## src/rtl/haz_pkg.sv

```systemverilog
// haz_pkg: shared types and helpers for the Tuse/Tnew hazard scoreboard.
package haz_pkg;
  localparam int AW_DEF = 5;
  localparam int TW_DEF = 2;
  // Entry fields are sized for the widest supported configuration; narrower builds zero-extend.
  localparam int AW_MAX = 16;
  localparam int TW_MAX = 8;
  localparam int SEL_RF = 0;
  typedef struct packed {
    logic              valid;
    logic [AW_MAX-1:0] addr;
    logic [TW_MAX-1:0] tnew;
  } entry_t;
  function automatic int sel_of_stage(input int k);
    return k + 1;
  endfunction
endpackage

```

## src/rtl/haz_match.sv

```systemverilog
// haz_match: youngest-first match of one source register against all pending write entries.
module haz_match
  import haz_pkg::*;
#(
  parameter int STAGES = 3,
  parameter int AW     = AW_DEF,
  parameter int IW     = 2
) (
  input  entry_t            i_e [STAGES],
  input  logic              i_en,
  input  logic [AW-1:0]     i_addr,
  output logic              o_hit,
  output logic [IW-1:0]     o_idx,
  output logic [TW_MAX-1:0] o_tnew
);
  // Scan oldest to youngest so the lowest matching stage overwrites any older hit.
  always_comb begin
    o_hit  = 1'b0;
    o_idx  = '0;
    o_tnew = '0;
    for (int k = STAGES - 1; k >= 0; k--)
      if (i_en && i_e[k].valid && i_e[k].addr == AW_MAX'(i_addr)) begin
        o_hit  = 1'b1;
        o_idx  = IW'(k);
        o_tnew = i_e[k].tnew;
      end
  end
endmodule

```

## src/rtl/hazard_scoreboard.sv

```systemverilog
// hazard_scoreboard: D-stage Tuse/Tnew stall and forwarding unit over STAGES tracked stages.
// Optional HAZ_PERF_CNT_EN adds stall_cnt / fwd_cnt performance counters.
module hazard_scoreboard
  import haz_pkg::*;
#(
  parameter int STAGES = 3,
  parameter int DW     = 32,
  parameter int AW     = AW_DEF,
  parameter int TW     = TW_DEF,
  localparam int SW    = $clog2(STAGES + 1)
) (
  input  logic                 clk,
  input  logic                 reset,
  input  logic                 hold,
  input  logic                 d_valid,
  input  logic [AW-1:0]        d_rs_addr,
  input  logic [AW-1:0]        d_rt_addr,
  input  logic [TW-1:0]        d_rs_tuse,
  input  logic [TW-1:0]        d_rt_tuse,
  input  logic [AW-1:0]        d_wr_addr,
  input  logic [TW-1:0]        d_wr_tnew,
  input  logic [DW-1:0]        d_rs_raw,
  input  logic [DW-1:0]        d_rt_raw,
  input  logic [STAGES*DW-1:0] stage_wdata,
  output logic                 stall,
  output logic [SW-1:0]        rs_sel,
  output logic [SW-1:0]        rt_sel,
  output logic                 rs_pend,
  output logic                 rt_pend,
  output logic [DW-1:0]        rs_data,
  output logic [DW-1:0]        rt_data
`ifdef HAZ_PERF_CNT_EN
  ,
  output logic [31:0]          stall_cnt,
  output logic [31:0]          fwd_cnt
`endif
);
  entry_t            r_e [STAGES];
  entry_t            w_new;
  logic              w_rs_hit, w_rt_hit, w_rs_stall, w_rt_stall, w_rs_fwd, w_rt_fwd;
  logic [SW-1:0]     w_rs_idx, w_rt_idx;
  logic [TW_MAX-1:0] w_rs_tnew, w_rt_tnew;
  always_comb begin
    w_new = '0;
    if (d_valid && !stall && d_wr_addr != '0) begin
      w_new.valid = 1'b1;
      w_new.addr  = AW_MAX'(d_wr_addr);
      w_new.tnew  = TW_MAX'(d_wr_tnew);
    end
  end
  always_ff @(posedge clk or negedge reset)
    if (!reset)
      r_e <= '{default: '0};
    else if (!hold) begin
      r_e[0] <= w_new;
      for (int k = 1; k < STAGES; k++)
        r_e[k] <= '{valid: r_e[k-1].valid, addr: r_e[k-1].addr,
                    tnew: (r_e[k-1].tnew != '0) ? r_e[k-1].tnew - TW_MAX'(1) : '0};
    end
  haz_match #(.STAGES(STAGES), .AW(AW), .IW(SW)) u_rs_match (
    .i_e(r_e), .i_en(d_valid && d_rs_addr != '0), .i_addr(d_rs_addr),
    .o_hit(w_rs_hit), .o_idx(w_rs_idx), .o_tnew(w_rs_tnew)
  );
  haz_match #(.STAGES(STAGES), .AW(AW), .IW(SW)) u_rt_match (
    .i_e(r_e), .i_en(d_valid && d_rt_addr != '0), .i_addr(d_rt_addr),
    .o_hit(w_rt_hit), .o_idx(w_rt_idx), .o_tnew(w_rt_tnew)
  );
  assign w_rs_stall = w_rs_hit && w_rs_tnew > TW_MAX'(d_rs_tuse);
  assign w_rt_stall = w_rt_hit && w_rt_tnew > TW_MAX'(d_rt_tuse);
  assign w_rs_fwd   = w_rs_hit && w_rs_tnew == '0;
  assign w_rt_fwd   = w_rt_hit && w_rt_tnew == '0;
  assign stall      = w_rs_stall | w_rt_stall;
  assign rs_pend    = w_rs_hit && w_rs_tnew != '0 && !w_rs_stall;
  assign rt_pend    = w_rt_hit && w_rt_tnew != '0 && !w_rt_stall;
  assign rs_sel     = w_rs_fwd ? SW'(sel_of_stage(int'(w_rs_idx))) : SW'(SEL_RF);
  assign rt_sel     = w_rt_fwd ? SW'(sel_of_stage(int'(w_rt_idx))) : SW'(SEL_RF);
  assign rs_data    = w_rs_fwd ? stage_wdata[int'(w_rs_idx)*DW +: DW] : d_rs_raw;
  assign rt_data    = w_rt_fwd ? stage_wdata[int'(w_rt_idx)*DW +: DW] : d_rt_raw;
`ifdef HAZ_PERF_CNT_EN
  logic [31:0] r_stall_cnt, r_fwd_cnt;
  always_ff @(posedge clk or negedge reset)
    if (!reset) begin
      r_stall_cnt <= '0;
      r_fwd_cnt   <= '0;
    end else begin
      if (stall && !hold && r_stall_cnt != '1) r_stall_cnt <= r_stall_cnt + 32'd1;
      if (rs_sel != '0 || rt_sel != '0) r_fwd_cnt <= r_fwd_cnt + 32'd1;
    end
  assign stall_cnt = r_stall_cnt;
  assign fwd_cnt   = r_fwd_cnt;
`endif
endmodule

```

## config.mk

```make
export PLATFORM = sky130hd
export DESIGN_NAME = hazard_scoreboard
export DESIGN_NICKNAME = d
export VERILOG_FILES = /design/src/rtl/haz_pkg.sv /design/src/rtl/haz_match.sv /design/src/rtl/hazard_scoreboard.sv
export SDC_FILE = /design/constraint.sdc
export NUM_CORES = 1
export LEC_CHECK = 0
export ABC_AREA = 1
export BUFFER_PORTS_ARGS = -buffer_cell sky130_fd_sc_hd__buf_2
export CORE_MARGIN = 3
export CORE_UTILIZATION = 43
export CTS_CLUSTER_DIAMETER = 30
export DETAILED_ROUTE_END_ITERATION = 10
export PLACE_DENSITY = 0.81
export SYNTH_ARGS = -nofsm -noshare
export SYNTH_HDL_FRONTEND = slang
export SYNTH_SLANG_ARGS = --single-unit
```

## constraint.sdc

```tcl
create_clock -name clk -period 2.5 [get_ports clk]
set_input_delay 0.125 -clock clk [delete_from_list [all_inputs] [get_ports clk]]
set_output_delay 0.125 -clock clk [all_outputs]
set_load 0.005 [all_outputs]
```

; Word-level counts from Yosys, hierarchy flattened
; Cells that the tools add are included.
[op_classes]
addsub = 4
order_cmp = 2
n_eq_ne = 6
n_shift = 2
n_mux = 25
n_bitwise = 1
n_reduce_logical = 36
[op_table]
columns = op, n
row1 = 96-bit by 8-bit variable part select with 32-bit output, 2
row2 = 16-bit by 5-bit == test with 1-bit output, 6
row3 = 32-bit 2-to-1 mux, 2
row4 = 8-bit 2-to-1 mux, 8
row5 = 8-bit nonzero test, 4
row6 = 25-bit 2-to-1 mux, 1
row7 = 1-bit logical AND, 24
row8 = 8-bit by 2-bit greater-than comparator with 1-bit output, 2
row9 = 8-bit logical NOT, 2
row10 = 2-bit 2-to-1 mux, 8
row11 = 8-bit by 1-bit subtractor with 8-bit output (second input constant), 2
row12 = 5-bit nonzero test, 3
row13 = 1-bit 2-to-1 mux, 6
row14 = 2-bit by 1-bit adder with 2-bit output (second input constant), 2
row15 = 1-bit logical NOT, 3
row16 = 1-bit OR, 1
[word_totals]
register_bits = 75
in_bits = 185

; Depth between registers and ports, before layout
[logic_depth]
ltp_word = 14
ltp_mapped = 19

; By module
; A second synthesis with hierarchy kept.
[unflattened]
cells_unflattened = 935
area_unflattened_um2 = 5086.1
[modules_own_cells]
columns = module, n_inst, cells_each, area_each_um2
row1 = hazard_scoreboard, 1, 621, 3669.8
row2 = haz_match, 2, 157, 708.2

; Least setup slack after synthesis
; OpenSTA, ideal clock, no wires.
[synth_timing]
path_type = register to register
startpoint = register r_e[37] (netlist name)
endpoint = register r_e[50] (netlist name)
setup_ns = 0.081
t_arrival_ns = 2.617
required_ns = 2.419
slack_ns = -0.198
path_stages_with_launch = 20
path_buffers = 1
synth_period_minus_slack_ns = 2.698
path_cell_list = dfrtp_1 inv_1 nand2_1 nand2_1 nand2_1 nor2_1 nand3_2 nand3_1 o211ai_1 o21ai_2 clkbuf_1 inv_1 ha_1 inv_1 nor2_1 o21ai_0 nand3_1 nand2_1 nand4_1 o21bai_1
[synth_between]
elab_chain_cells = 11
word_cells_on_any_way = 21
[synth_rtl]
columns = item, line_no
row1 = "start, declared", hazard_scoreboard.sv:38  ; entry_t r_e [STAGES];
row2 = "start signal, assigned by index", hazard_scoreboard.sv:57  ; r_e[k] <= '{valid: r_e[k-1].valid, addr: r_e[k-1].addr,
row3 = 16-bit by 5-bit == test with 1-bit output, haz_match.sv:22  ; if (i_en && i_e[k].valid && i_e[k].addr == AW_MAX'(i_addr)) begin
row4 = 1-bit logical AND, haz_match.sv:22
row5 = 8-bit 2-to-1 mux (2 in a row), haz_match.sv:22
row6 = "8-bit by 2-bit greater-than comparator with 1-bit output, on equally long branches", "hazard_scoreboard.sv:68, hazard_scoreboard.sv:69"
row7 = "1-bit logical AND, on equally long branches", "hazard_scoreboard.sv:68, hazard_scoreboard.sv:69"
row8 = 1-bit OR (*), hazard_scoreboard.sv:72  ; assign stall = w_rs_stall | w_rt_stall;
row9 = 1-bit logical NOT (*), hazard_scoreboard.sv:45  ; if (d_valid && !stall && d_wr_addr != '0) begin
row10 = 1-bit logical AND (*) (2 in a row), hazard_scoreboard.sv:45
row11 = 25-bit 2-to-1 mux (*), hazard_scoreboard.sv:45
; Every way passes the cells marked *; elsewhere a longest branch is shown, timed or not.
; A chain may end at the register's enable or synchronous reset.

; Worst setup path after layout
[layout_timing]
startpoint = register r_e[37] (netlist name)
endpoint = output stall
[layout_between]
elab_chain_cells = 7
word_cells_on_any_way = 17
[layout_rtl]
columns = item, line_no
row1 = 16-bit by 5-bit == test with 1-bit output, haz_match.sv:22
row2 = 1-bit logical AND, haz_match.sv:22
row3 = 8-bit 2-to-1 mux (2 in a row), haz_match.sv:22
row4 = "8-bit by 2-bit greater-than comparator with 1-bit output, on equally long branches", "hazard_scoreboard.sv:68, hazard_scoreboard.sv:69"
row5 = "1-bit logical AND, on equally long branches", "hazard_scoreboard.sv:68, hazard_scoreboard.sv:69"
row6 = 1-bit OR (*), hazard_scoreboard.sv:72
row7 = "end, declared", hazard_scoreboard.sv:25  ; output logic stall,
; Marks and branches as above.

==> impl_metrics.csv <==
group,metric,value,unit
status,outcome,"complete, but fails checks",
status,violations,"setup timing",
worst_setup_path,cp_top_family,"simple AND/OR/NAND/NOR gates",
floorplan,die_w,112,um
worst_setup_path,crit_type,"reg -> out",
finish,stdcell_count,1377,
drt,dr.pass1.iters,6,
power_and_ir_drop,power_leakage,4.55,nW
drt,drt.antenna.violating_nets,0,
sta,setup_ws,-0.287,ns
yosys,synth_top_area_share,32.9,%
drt,via_per_inst,5.51,
finish,largest_reg_flops,29,
yosys,syn-cell-area,4850,um^2
floorplan,fp.coreArea,10900,um^2
place,portBuffers,255,
drt,drc,0,
power_and_ir_drop,vdd_drop_max,0.342,mV
cts,cts_made_buffers,5,
yosys,synth_top_cell_by_area,"nand2_1",
cts,clock_path_buffers,2,
yosys,ys_seq_elements,29,
finish,drive_gt1_share,39.1,%
global_routing,grt_max_degree,46,
worst_setup_path,startpoint_type,"flop",
yosys,ys_seq_area_share,15.0,%
sta,fmaxAchievable,359,MHz
sta,tns,-12.71,ns
floorplan,io_pins,256,
global_routing,grt_pass1_wl,34000,um
worst_setup_path,slowest_delay,0.43,ns
finish,top_regs,"r_e: 29 flops",
worst_setup_path,cpMaxStageDelayCell,"dfrtp_1",
worst_hold_path,hold_class,"in -> reg",
yosys,syn-num-nets,1130,
power_and_ir_drop,power.density,279,nW/um^2
worst_setup_path,worstPathMaxFanout,5,
place,gp_congestion,0.910,
finish,final_util,71.3,%
yosys,yosys-top-cells-area,"nand2_1 (33%), dfrtp_1 (15%), inv_1 (9.4%), nand3_1 (8.4%), nor2_1 (5.0%)",
run,cap_violations,0,
cts,tritoncts,"yes",
worst_setup_path,crit_top_cell,"nand2_1",
drt,first_iter_violations,1123,
yosys,yosys_warnings,0,
sta,period_share,111,%
floorplan,dieArea,12600,um^2
sta,finalHoldViolations,0,
finish,synthToLayoutAreaGrowth,60.7,%
sta,setup_viol,78,
global_routing,grt.total_usage,33.1,%
drt,wirelength,23900,um
sta,slew_headroom,51.4,%
finish,regMostFlops,"r_e",
finish,nFillCells,955,
global_routing,grt-ovfl-total,0,
cts,clock_latency,0.28,ns
yosys,ys_types,36,
global_routing,antenna_found_initial,6,
place,placed_cell_area,6420,um^2
worst_setup_path,cp-end-kind,"output pin",
worst_setup_path,cp_num_buf_inv,5,
cts,cts.htree.levels,2,
finish,nets,1426,
place,post-place-cells,1319,
drt,vias,7584,
cts,path_clk_slew,0.05,ns
cts,clkSinkCount,29,
global_routing,grt_pass1_vias,6687,
floorplan,die_y,112,um
yosys,synth_cells,937,
sta,fin_skew,0.00725,ns
floorplan,rows,38,
worst_setup_path,cp_cell_sequence,"inv_2, nand2_1, nand2_1, nand2_1, nor2_1, nand3_2, buf_6, nor2_4, nand2_2, nand3_4, inv_1, ha_1, nand2_1, o21ai_2, nand3_1, nand2_2, buf_6, nand2_2, buf_2",
yosys,avgSynthCellArea,5.18,um^2
sta,min_period,2.79,ns
worst_setup_path,required,2.38,ns
floorplan,start_util,44.4,%
finish,stdcell_area,7800,um^2
sta,worstMarginPinSlew,0.729,ns
cts,cts_root_buf,"clkbuf_16",
sta,rsz0062_at_grt,"true",
sta,drv_slew,0,
drt,wl_per_cell,17.4,um
worst_setup_path,worstPathArrival,2.66,ns
place,dp_hpwl,15200,um
timing repair:
item / CTS / global route
pin swaps: 53 / 37
cloned: 10 / 7
hold buffers: 1 / 0
setup endpoints to repair: 77 / 79
hold endpoints to repair: 29 / 0
buffers inserted: 25 / 8
resized for setup: 64 / 115
worst paths after layout:
kind / to / cells past startpoint / start / slack [ns]
max reg2reg: r_e[51]$_DFFE_PN0N_ / 19 / r_e[37]$_DFFE_PN0N_ / -0.08
min: r_e[50]$_DFFE_PN0N_ / 3 / d_wr_tnew[0] / 0.08
min in group asynchronous: r_e[33]$_DFFE_PN0N_ / 2 / reset / 0.43
min reg2reg: r_e[5]$_DFFE_PN0N_ / 2 / r_e[5]$_DFFE_PN0N_ / 0.49
max: stall / 19 / r_e[37]$_DFFE_PN0N_ / -0.29
max in group asynchronous: r_e[31]$_DFFE_PN0N_ / 2 / reset / 1.60
synthesized netlist by cell type, drive strengths merged:
library cell / number
a21oi: 10
a31oi: 31
buf: 37
clkbuf: 14
clkinv: 2
dfrtp: 29
ha: 8
inv: 128
nand2: 431
nand3: 85
nand3b: 2
nand4: 39
nor2: 72
nor3: 3
o211ai: 3
o21ai: 30
o21bai: 6
o22ai: 3
or2: 1
xnor2: 2
xor2: 1
cell type report:
type                       count  area, um^2  share of cell area [%]
antenna                        3        7.51                  0.0962
sequential                    29         726                    9.30
tap                          140         175                    2.25
multi-input combinational    727        3800                    48.8
timing repair buffer         340        2430                    31.1
clock inverter                 1        5.00                  0.0642
inverter                     130         500                    6.42
clock buffer                   7         153                    1.96
cells in the final DEF, fill, tap and decap left out, types with 3 or more instances in the layout:
cell,n
nand3_1,71
nor2_4,8
buf_4,41
nand4_1,38
o21ai_0,21
o21ai_2,3
nand2_2,42
diode_2,3
inv_4,4
nand2_1,366
buf_16,8
clkinv_2,3
o21bai_1,6
inv_1,111
a21oi_2,3
nand2_4,22
nor2_2,10
clkbuf_16,11
a31oi_1,29
o22ai_1,3
buf_2,253
buf_6,16
dfrtp_1,29
buf_12,14
nor2_1,53
o21ai_1,4
inv_2,13
nand3_4,4
a21oi_1,6
nand3_2,10
ha_1,7
worst reg2reg max path, stage by stage, from the launching register on:
cell and delay, ns:
dfrtp_1 0.43, inv_2 0.10, nand2_1 0.06, nand2_1 0.06
nand2_1 0.05, nor2_1 0.10, nand3_2 0.16, buf_6 0.17
nor2_4 0.16, nand2_2 0.09, nand3_4 0.09, inv_1 0.05
ha_1 0.26, nand2_1 0.06, o21ai_2 0.07, nand3_1 0.10
nand2_2 0.11, nand4_1 0.11, buf_6 0.16, o21bai_1 0.12
power by group:
part | leakage (nW) | total [W] | switching [W] | internal [W]
registers | 0.381 | 0.000562 | 0.0000478 | 0.000514
clock network | 0.0799 | 0.000640 | 0.000219 | 0.000421
logic | 4.08 | 0.000976 | 0.000528 | 0.000449
total | 4.55 | 0.00218 | 0.000795 | 0.00138
metal layers:
metal	global-route usage, %	wire length (um)	up-vias
met5	0	62	-
met4	12.0	992	8
met3	6.04	2750	90
met2	54.4	11000	566
met1	43.4	9110	3375
li1	-	-	3545
kinds of logic after synthesis:
| kind of cell | share of synthesized area, % |
|---|---|
| AND/OR/NAND/NOR | 55.8 |
| buffers and inverters | 16.2 |
| adder cells (fa/ha/maj) | 2.06 |
| XOR/XNOR | 0.541 |
| AO/OA/AOI/OAI | 10.4 |
| flip-flops | 15.0 |
metrics by stage:
step / power, W / worst slack (ns) / hold slack, ns
after floorplan: 0.000960 / -0.0267 / -0.171
after global placement: 0.00133 / -0.0620 / 0.201
after detailed placement: 0.00134 / -0.142 / 0.204
after CTS: 0.00205 / -0.167 / 0.0696
after global routing: 0.00230 / -0.441 / 0.116
final: 0.00218 / -0.287 / 0.0837
Power figures use the tool's default switching activity.
